### config.mk
export PLATFORM = sky130hd
export DESIGN_NAME = clkdiv_align_ctrl
export DESIGN_NICKNAME = d
export VERILOG_FILES = /design/src/rtl/clkdiv_align_ctrl.sv
export SDC_FILE = /design/constraint.sdc
export NUM_CORES = 1
export LEC_CHECK = 0
export BUFFER_PORTS_ARGS = -buffer_cell sky130_fd_sc_hd__clkbuf_2
export CAP_MARGIN = 20
export CORE_ASPECT_RATIO = 1.5
export CORE_UTILIZATION = 48
export CTS_CLUSTER_SIZE = 40
export DETAILED_ROUTE_END_ITERATION = 8
export PLACE_DENSITY = 0.72
export SETUP_SLACK_MARGIN = 0.02
export SYNTH_ARGS = -nofsm -noshare
export SYNTH_HDL_FRONTEND = slang
export SYNTH_SLANG_ARGS = --single-unit
### constraint.sdc
create_clock -name CLK_IN -period 2.35 [get_ports CLK_IN]
set_input_delay 0.1175 -clock CLK_IN [delete_from_list [all_inputs] [get_ports CLK_IN]]
set_output_delay 0.1175 -clock CLK_IN [all_outputs]
set_load 0.03 [all_outputs]
### src/rtl/clkdiv_align_ctrl.sv
// Alignment controller for the downstream divide-by-DIVIDER stage: holds the divider
// in reset, slips its phase until the sync marker lands on TARGET, then monitors lock.
//
// state    | meaning
// ---------+------------------------------------------------------------
// S_HOLD   | divider held in reset for RST_HOLD cycles
// S_WAIT   | divider running, waiting for the first sync marker
// S_SLIP   | BIT_SLIP pulse cycle
// S_GAP    | settle for SLIP_GAP cycles after a slip
// S_VERIFY | all slips issued, next marker must be on-phase
// S_LOCKED | aligned, every marker checked against TARGET
module clkdiv_align_ctrl #(
  parameter int DIVIDER  = 4,
  parameter int TARGET   = 0,
  parameter int RST_HOLD = 16,
  parameter int SLIP_GAP = 8
) (
  input  logic                       CLK_IN,
  input  logic                       RESET,
  input  logic                       ALIGN_REQ,
  input  logic                       SYNC_MARK,
  output logic                       DIV_RST_N,
  output logic                       BIT_SLIP,
  output logic [$clog2(DIVIDER)-1:0] PHASE,
  output logic                       ALIGNED,
  output logic                       ERR,
  output logic [7:0]                 SLIP_CNT
);

  localparam int PW = $clog2(DIVIDER);
  localparam int HW = $clog2(RST_HOLD + 1);
  localparam int GW = $clog2(SLIP_GAP + 1);

  localparam logic [PW-1:0] TGT       = PW'(TARGET);
  localparam logic [PW-1:0] DIV_M     = PW'(DIVIDER);
  localparam logic [PW-1:0] DIV_LAST  = PW'(DIVIDER - 1);
  localparam logic [HW-1:0] HOLD_LOAD = HW'(RST_HOLD - 1);
  localparam logic [GW-1:0] GAP_LOAD  = GW'(SLIP_GAP - 1);

  localparam logic [2:0] S_HOLD   = 3'd0;
  localparam logic [2:0] S_WAIT   = 3'd1;
  localparam logic [2:0] S_SLIP   = 3'd2;
  localparam logic [2:0] S_GAP    = 3'd3;
  localparam logic [2:0] S_VERIFY = 3'd4;
  localparam logic [2:0] S_LOCKED = 3'd5;

  logic [2:0]    state;
  logic [2:0]    state_nxt;
  logic [HW-1:0] hold_cnt;
  logic [GW-1:0] gap_cnt;
  logic [PW-1:0] rem;
  logic [PW-1:0] need;
  logic [PW:0]   diff;
  logic          start_slip;
  logic          latch_need;
  logic          lock;
  logic          lose;

  // NEED = (PHASE - TARGET) mod DIVIDER; a borrow means the raw difference went negative.
  always_comb begin
    diff = {1'b0, PHASE} - {1'b0, TGT};
    need = diff[PW-1:0];
    if (diff[PW]) begin
      need = diff[PW-1:0] + DIV_M;
    end
  end

  always_comb begin
    state_nxt  = state;
    start_slip = 1'b0;
    latch_need = 1'b0;
    lock       = 1'b0;
    lose       = 1'b0;
    case (state)
      S_HOLD: begin
        if (hold_cnt == '0) begin
          state_nxt = S_WAIT;
        end
      end
      S_WAIT, S_VERIFY: begin
        if (SYNC_MARK) begin
          if (need == '0) begin
            state_nxt = S_LOCKED;
            lock      = 1'b1;
          end else begin
            start_slip = 1'b1;
            latch_need = 1'b1;
          end
        end
      end
      S_LOCKED: begin
        if (SYNC_MARK && (need != '0)) begin
          lose       = 1'b1;
          start_slip = 1'b1;
          latch_need = 1'b1;
        end
      end
      S_SLIP: begin
        state_nxt = S_GAP;
      end
      S_GAP: begin
        if (gap_cnt == '0) begin
          if (rem != '0) begin
            start_slip = 1'b1;
          end else begin
            state_nxt = S_VERIFY;
          end
        end
      end
      default: begin
        state_nxt = S_HOLD;
      end
    endcase
    if (start_slip) begin
      state_nxt = S_SLIP;
    end
  end

  always_ff @(posedge CLK_IN or posedge RESET) begin
    if (RESET) begin
      state     <= S_HOLD;
      hold_cnt  <= HOLD_LOAD;
      gap_cnt   <= '0;
      rem       <= '0;
      DIV_RST_N <= 1'b0;
      BIT_SLIP  <= 1'b0;
      ALIGNED   <= 1'b0;
      ERR       <= 1'b0;
      SLIP_CNT  <= '0;
    end else if (ALIGN_REQ) begin
      state     <= S_HOLD;
      hold_cnt  <= HOLD_LOAD;
      gap_cnt   <= '0;
      rem       <= '0;
      DIV_RST_N <= 1'b0;
      BIT_SLIP  <= 1'b0;
      ALIGNED   <= 1'b0;
      ERR       <= 1'b0;
      SLIP_CNT  <= '0;
    end else begin
      state    <= state_nxt;
      BIT_SLIP <= start_slip;

      if (state == S_HOLD) begin
        if (hold_cnt != '0) begin
          hold_cnt <= hold_cnt - HW'(1);
        end else begin
          DIV_RST_N <= 1'b1;
        end
      end else if (state_nxt == S_HOLD) begin
        hold_cnt  <= HOLD_LOAD;
        DIV_RST_N <= 1'b0;
      end

      if (state == S_SLIP) begin
        gap_cnt <= GAP_LOAD;
      end else if ((state == S_GAP) && (gap_cnt != '0)) begin
        gap_cnt <= gap_cnt - GW'(1);
      end

      // rem counts the slips still owed after the pulse being issued now.
      if (latch_need) begin
        rem <= need - PW'(1);
      end else if (start_slip) begin
        rem <= rem - PW'(1);
      end

      if (start_slip && (SLIP_CNT != 8'hFF)) begin
        SLIP_CNT <= SLIP_CNT + 8'd1;
      end

      if (lock) begin
        ALIGNED <= 1'b1;
      end
      if (lose) begin
        ALIGNED <= 1'b0;
        ERR     <= 1'b1;
      end
    end
  end

  // Mirror of the divider phase; a slip stretches the divider by one input cycle.
  always_ff @(posedge CLK_IN or posedge RESET) begin
    if (RESET) begin
      PHASE <= '0;
    end else if (ALIGN_REQ || !DIV_RST_N) begin
      PHASE <= '0;
    end else if (!BIT_SLIP) begin
      PHASE <= (PHASE == DIV_LAST) ? '0 : PHASE + PW'(1);
    end
  end

endmodule
==> metrics, run 1 <==
Compound-Gate Fraction of Synth Area=0.156; Seq cells post-synth=28; 1st-iter DRT viols=35; RSZ-0062 raised after global routing=false; worst IR drop on VDD=0.392 mV; commonest non-fill, non-tap cell in the layout=dfrtp_1; Layout Nets=197; Max-slew headroom=0.605; Syn Inst Count=166; Gate power share=0.044; Buffers on Ports=17; DP Wirelength=2540 um; Most Crowded Layer GR=met2; final WL=3500 um; number of synthesized flops with an enable pin=0; setup tns final=0 ns; root buf cell=clkbuf_8; fraction of layout cells with a size suffix above 1=0.195; xor/xnor share of the synthesized area=0.0167; placed instance area=1710 um2; Max Cap Viol=0; status=finished, final reports clean; sequential share of power=0.540; met2 Usage GRT=0.415; FMAX=463 MHz; DR WL/cell=15.5 um; worst-path fanout max=10; worst hold path type=in2reg; adder-cell share of the synthesized area=0.0556; clk_lat worst skew=0.28 ns; via count=1368; Worst Path Required=2.51 ns; Setup violations, final=0; worst r2r path cells=6; Hold Path End=ALIGNED; Post-Syn Nets=177; vias in the first global route=1339; share of power burned in the clock network=0.416; Net Sw Power=185 uW; top-level I/O count=18; Netlist cell types=44; leakage=0.000781 uW; number of remaining DRC errors=0; ANT nets after route=0; hold path start=SYNC_MARK; Final GP Congestion=0.763; area of the mapped netlist=1580 um2; Pre-antenna DRT Iters=4; leading area contributor after synthesis=dfrtp_1; largest net degree at the start of global routing=29; Max Transition Viols Final=0; synth top area cells=dfrtp_1, dfstp_2, ha_1; Async SR Flop Fraction=1.00; Seq/Total Area, Yosys=0.448; Worst Skew=0.00918 ns; WS Path Type=reg2reg; Int Power=729 uW; mux share of post-synthesis cell area=0.0262; grt met1 use=0.240; core area=3130 um2; Clock Path Buffers=2; Final Hold Viols=0; worst reg2reg startpoint=PHASE[1]; Hold WS=0.247 ns; Clock H-tree levels=1; area share of and/or/nand/nor cells after synthesis=0.249; ANT cells=0; hold path cells=5; Num CTS Buffers=3; Main synth FF type=dfrtp_1; gr usage total=0.222; DIE AREA=3520 um2; crit end category=flop; DR vias/cell=6.08; grt total ovfl=0; most frequent cells in the layout=dfrtp_1, clkbuf_2, nor2_1; row cnt=25; Final Core Density=0.580; Design Area, Final=1810 um2; largest family of logic cells by synthesized area=simple AND/OR/NAND/NOR gates; clock sink count=28; Worst Path Arrival=2.32 ns; Power Dens Cells=505 nW/um2; Slew @ Worst Pin=0.590 ns; area share of the largest cell type after synthesis=0.381; Initial Utilization=0.504; GR met3 Demand/Resource=0.0252; Chip Height=72.2 um; setup bufs post-CTS=0; r2r setup slk=0.19 ns; reg2reg end=SLIP_CNT[5]; CP Launch Type=flop; synthesis-to-finish area growth=15.1%; CTS tree=yes; first-pass GRT wire length=6050 um; antenna violations before repair=0; syn avg cell area=9.49 um2; switching share of power=0.203; Synth Warn #=0; Period Utilization, post-route=0.918; die width=48.8 um; Clk pin slew, worst setup/hold paths=0.10 ns; fin crit period=2.16 ns
[power groups by stage]
stage          Sequential, uW  Combinational [uW]  Clock (uW)
2_1_floorplan             502                25.1           0
4_1_cts                   494                41.2         389
5_1_grt                   495                47.0         406
6_report                  494                40.3         380
3_5_place_dp              503                39.7           0
3_3_place_gp              503                37.5           0
[sequential cells by signal, summed over array words and instances (netlist names)]
signal	flops
SLIP_CNT	8
hold_cnt	5
gap_cnt	4
state	3
PHASE	2
rem	2
ALIGNED	1
BIT_SLIP	1
DIV_RST_N	1
ERR	1
[synth_stat cells (4+ instances only)]
cell type and instances:
ha_1 7, dfrtp_1 24, nand4_1 4, nor2_1 15
nor3_1 8, nand2_1 10, a21oi_1 10, nand3_1 7
or3_1 4, clkbuf_1 5, inv_1 8, dfstp_2 4
or4_1 6
[final cells by class]
type	instances	area, um2
Fill cell	287	1320
Inverter	9	33.8
Timing Repair Buffer	24	140
Clock inverter	1	30.0
Sequential cell	28	707
Tap cell	40	50.0
Multi-Input combinational cell	120	811
Clock buffer	3	41.3
[worst max-delay path: stages (launching register included)]
cell     delay, ns
dfrtp_1       0.44
inv_1         0.07
ha_1          0.19
or3b_1        0.40
o32a_4        0.28
nor4_1        0.31
mux2_1        0.35
[per-layer routing]
layer  routed length, um  up-vias
li1                    -      654
met1                1430      680
met2                1880       27
met3                 122        7
met4                  73        0
met5                   0        -
[repair_timing]
item | 4_1_cts | 5_1_grt
hold buffers | 1 | 0
hold endpoints to repair | 24 | 0
endpoints found under the setup margin | 0 | 6
resized for setup | 0 | 3
[stage by stage]
step	power (uW)	worst slack [ns]	cells
after floorplan	527	0.0458	166
after CTS	924	0.149	225
after detailed placement	543	0.171	220
final	915	0.192	225
after global placement	540	0.222	220
after global routing	948	0.0368	225
[worst max-delay path by stage]
stage | start | end | slack, ns | cells past startpoint
floorplan | PHASE[1] | SLIP_CNT[5] | 0.05 | 7
global placement | PHASE[1] | SLIP_CNT[5] | 0.22 | 6
detailed placement | PHASE[1] | rem[0] | 0.17 | 7
CTS | PHASE[1] | rem[0] | 0.15 | 7
global route | gap_cnt[0] | SLIP_CNT[5] | 0.04 | 6
finish | PHASE[1] | SLIP_CNT[5] | 0.19 | 6
[logic make-up after synthesis]
group                    after synthesis
XOR/XNOR                               3
adder cells (fa/ha/maj)                7
buffers and inverters                 18
multiplexers                           4
AO/OA/AOI/OAI                         36
AND/OR/NAND/NOR                       70
flip-flops                            28
No activity file was read; power rests on OpenSTA's default activity.
==> run 2, diff against run 1 <==
SETUP_SLACK_MARGIN = 0.15   (was 0.02)
clock period = 2.5 ns   (was 2.35 ns; I/O delays follow)
==> metrics, run 2 (synthesis results as in run 1) <==
status=finished, final reports clean; ANT nets after route=0; row cnt=25; Max-slew headroom=0.496; DR vias/cell=6.04; core area=3130 um2; overall power=756 uW; max reg flops=8; ANT cells=0; Worst Path Arrival=2.42 ns; FMAX=449 MHz; first-pass GRT wire length=5800 um; DIE AREA=3520 um2; largest reg by FF count=SLIP_CNT; placed instance area=1700 um2; Regs by FF count=SLIP_CNT (8), hold_cnt (5), gap_cnt (4); Period Utilization, post-route=0.890; 1st-iter DRT viols=54; worst hold path type=in2reg; Final WS setup=0.274 ns; Setup violations, final=0; worst-path fanout max=13; Hold Path End=ALIGNED; grt total ovfl=0; clock sink count=28; setup tns final=0 ns; leakage=0.000778 uW; largest net degree at the start of global routing=24; clk_lat worst skew=0.28 ns; commonest non-fill, non-tap cell in the layout=dfrtp_1; Max Transition Viols Final=0; Num CTS Buffers=3; hold path start=SYNC_MARK; RSZ-0062 raised after global routing=false; crit end category=flop; fraction of layout cells with a size suffix above 1=0.209; Worst Path Required=2.70 ns; vias in the first global route=1291; Clock H-tree levels=1; DR WL/cell=15.3 um; Layout Nets=199; worst reg2reg startpoint=PHASE[1]; Chip Height=72.2 um; r2r setup slk=0.27 ns; fin crit period=2.23 ns; Power Dens Cells=416 nW/um2; Clock Path Buffers=2; hold path cells=5; gr usage total=0.211; Worst Skew=0.00734 ns; most frequent cells in the layout=dfrtp_1, clkbuf_2, nor2_1; WS Path Type=reg2reg; CP Launch Type=flop; worst IR drop on VDD=0.349 mV; Buffers on Ports=17; Initial Utilization=0.504; root buf cell=clkbuf_8; CTS tree=yes; Final Core Density=0.581; synthesis-to-finish area growth=15.4%; via count=1371; worst r2r path cells=6; die width=48.8 um; Final GP Congestion=0.717; pre-CTS WS=0.0700 ns; DP Wirelength=2520 um; final WL=3480 um; reg2reg end=SLIP_CNT[6]; Slew @ Worst Pin=0.753 ns; Max Cap Viol=0; number of remaining DRC errors=0; Pre-antenna DRT Iters=4; antenna violations before repair=0; Clk pin slew, worst setup/hold paths=0.10 ns; Final Hold Viols=0; Design Area, Final=1820 um2; top-level I/O count=18
run 2: cell types whose count changed in the layout (fill, tap and decap cells not counted), sizes merged:
cell / delta
buf: +2
bufinv: -1
clkbuf: +1
run 2: worst max-delay path by stage:
stage,from,end,slack [ns],cells past startpoint
after floorplan,PHASE[1],SLIP_CNT[5],0.20,7
after global placement,PHASE[0],SLIP_CNT[5],0.17,6
after detailed placement,PHASE[0],SLIP_CNT[5],0.07,6
after CTS,PHASE[0],SLIP_CNT[5],0.17,6
after global routing,PHASE[1],SLIP_CNT[6],0.17,6
final,PHASE[1],SLIP_CNT[6],0.27,6
run 2: layout make-up:
| cell class | instances | area [um2] |
|---|---|---|
| Fill cell | 302 | 1310 |
| Clock buffer | 4 | 45.0 |
| Tap cell | 40 | 50.0 |
| Sequential cell | 28 | 708 |
| Multi-Input combinational cell | 120 | 826 |
| Timing Repair Buffer | 26 | 155 |
| Inverter | 9 | 33.8 |
run 2: repair_timing:
action / 4_1_cts / 5_1_grt
resized for setup: 1 / 5
hold buffers: 1 / 0
endpoints found under the hold margin: 19 / 0
setup buffers: 0 / 4
endpoints found under the setup margin: 2 / 6
pin swaps: 0 / 0
run 2: critical path, cell delays in order, from the launching register on:
cell     delay [ns]
dfrtp_2        0.42
inv_1          0.05
ha_1           0.23
or3b_1         0.43
o32a_4         0.31
or4_1          0.54
a21oi_1        0.16
run 2: layer usage:
metal / track usage / vias up / wire, um
met5: 0 / - / 0
met1: 0.240 / 683 / 1420
li1: - / 655 / -
met4: 0.0784 / 0 / 45
met3: 0.0126 / 5 / 90
met2: 0.409 / 28 / 1920
run 2: where the power goes:
group	total (uW)	internal [uW]	switching, uW
Combinational	36.6	10.2	26.4
Sequential	465	460	4.25
Clock	255	114	140
run 2: stage by stage:
| step | hold slack, ns | std cells |
|---|---|---|
| 6_report | 0.236 | 227 |
| 5_1_grt | 0.257 | 227 |
| 4_1_cts | 0.234 | 223 |
| 3_5_place_dp | 0.293 | 218 |
| 3_3_place_gp | 0.266 | 218 |
| 2_1_floorplan | 0.187 | 166 |
==> run 3, diff against run 2 <==
clock period = 2.2 ns   (was 2.5 ns; I/O delays follow)
==> metrics, run 3 (synthesis results as in run 1) <==
crit end category=flop; CP Launch Type=flop; Max Transition Viols Final=0; Worst Path Required=2.38 ns; leakage=0.000813 uW; Power Dens Cells=518 nW/um2; Clock H-tree levels=1; Net Sw Power=205 uW; gr usage total=0.228; Layout Nets=203; commonest non-fill, non-tap cell in the layout=dfrtp_1; Buffers on Ports=17; Initial Utilization=0.504; row cnt=25; WS Path Type=reg2reg; Finished Layout Cells=231; DP Wirelength=2690 um; largest net degree at the start of global routing=24; Chip Height=72.2 um; setup tns final=0 ns; DR WL/cell=16.2 um; via count=1396; Clk pin slew, worst setup/hold paths=0.10 ns; Clock Path Buffers=2; FMAX=492 MHz; Int Power=779 uW; Max-slew headroom=0.550; Worst Path Arrival=2.21 ns; clk_lat worst skew=0.28 ns; DIE AREA=3520 um2; worst hold path type=in2reg; DR vias/cell=6.04; core area=3130 um2; ANT cells=0; clock sink count=28; # fillers=294; Pre-antenna DRT Iters=4; Regs by FF count=SLIP_CNT (8), hold_cnt (5), gap_cnt (4); Period Utilization, post-route=0.924; Worst path slowest cell=or3b_4; worst IR drop on VDD=0.521 mV; Crit path max-delay family=simple AND/OR/NAND/NOR gates; CTS tree=yes; switching share of power=0.209; final WL=3740 um; Slew @ Worst Pin=0.674 ns; antenna violations before repair=0; crit path cell chain=inv_2 > ha_4 > or3b_4 > o32a_1 > buf_4 > or4_1 > o311ai_1; Max Cap Viol=0; RSZ-0062 raised after global routing=true; placed instance area=1750 um2; Setup violations, final=0; worst-path fanout max=9; Num CTS Buffers=3; critical path buffer and inverter count=2; first-pass GRT wire length=6300 um; status=finished, final reports clean; most frequent cells in the layout=dfrtp_1, clkbuf_2, nor2_1; Worst Skew=0.00892 ns; ANT nets after route=0; sequential share of power=0.536; synthesis-to-finish area growth=20.7%; Gate power share=0.044; fraction of layout cells with a size suffix above 1=0.288; fin crit period=2.03 ns; Design Area, Final=1900 um2; max incr delay on CP=0.41 ns; die width=48.8 um; Final GP Congestion=0.752; root buf cell=clkbuf_8; number of remaining DRC errors=0; share of power burned in the clock network=0.419; largest reg by FF count=SLIP_CNT; top-level I/O count=18; 1st-iter DRT viols=46; vias in the first global route=1412; Post-Place Cells=221; max reg flops=8; Final Hold Viols=0; grt total ovfl=0
run 3: changes by cell type in the layout (fill, tap and decap cells not counted), sizes merged:
| cell | change |
|---|---|
| bufinv | +1 |
| buf | +4 |
| clkbuf | -1 |
run 3: per-stage QoR:
| step | setup slack [ns] | util | total power [uW] | hold WS [ns] |
|---|---|---|---|---|
| after floorplan | 0.105 | - | 563 | 0.172 |
| after global placement | 0.163 | 0.560 | 577 | 0.206 |
| after detailed placement | 0.0209 | 0.560 | 580 | 0.224 |
| after CTS | 0.154 | 0.590 | 983 | 0.235 |
| after global routing | 0.105 | 0.608 | 1020 | 0.270 |
| final | 0.168 | 0.608 | 984 | 0.232 |
run 3: per-layer routing:
layer,vias to the layer above,GRT usage,share of wire
li1,667,-,-
met1,696,0.256,0.40
met2,27,0.449,0.56
met3,6,0.0210,0.024
met4,0,0.0621,0.014
met5,-,0,0
run 3: power by group through the flow:
stage / logic, uW / clock network (uW) / registers, uW
2_1_floorplan: 26.9 / 0 / 536
3_3_place_gp: 40.2 / 0 / 537
3_5_place_dp: 42.5 / 0 / 538
4_1_cts: 44.3 / 411 / 528
5_1_grt: 49.6 / 436 / 529
6_report: 43.6 / 413 / 528
run 3: worst min-delay path: stages:
cell	delay (ns)
clkbuf_2	0.13
nand2_1	0.07
nor3_1	0.04
nor2_1	0.08
a311oi_1	0.05
run 3: area by class of cell:
type / instances / area (um2) / area share
Multi-Input combinational cell: 120 / 848 / 0.446
Sequential cell: 28 / 708 / 0.373
Timing Repair Buffer: 30 / 189 / 0.0994
Tap cell: 40 / 50.0 / 0.0263
Clock buffer: 3 / 41.3 / 0.0217
Inverter: 9 / 33.8 / 0.0178
Clock inverter: 1 / 30.0 / 0.0158
run 3: timing repair:
| action | 4_1_cts | 5_1_grt |
|---|---|---|
| setup endpoints to repair | 2 | 9 |
| resized for setup | 1 | 8 |
| hold endpoints to repair | 16 | 0 |
| pin swaps | 0 | 4 |
| hold buffers | 1 | 0 |
| setup buffers | 1 | 4 |
run 3: worst paths after layout:
kind | slack (ns) | from | cells past startpoint | end
setup / recovery | 0.17 | PHASE[1] | 7 | rem[0]
hold / removal | 0.23 | SYNC_MARK | 5 | ALIGNED
setup reg to reg | 0.17 | PHASE[1] | 7 | rem[0]
hold reg to reg | 0.51 | ERR | 2 | ERR
max in group asynchronous | 1.04 | RESET | 4 | hold_cnt[0]
min in group asynchronous | 0.45 | RESET | 3 | SLIP_CNT[7]
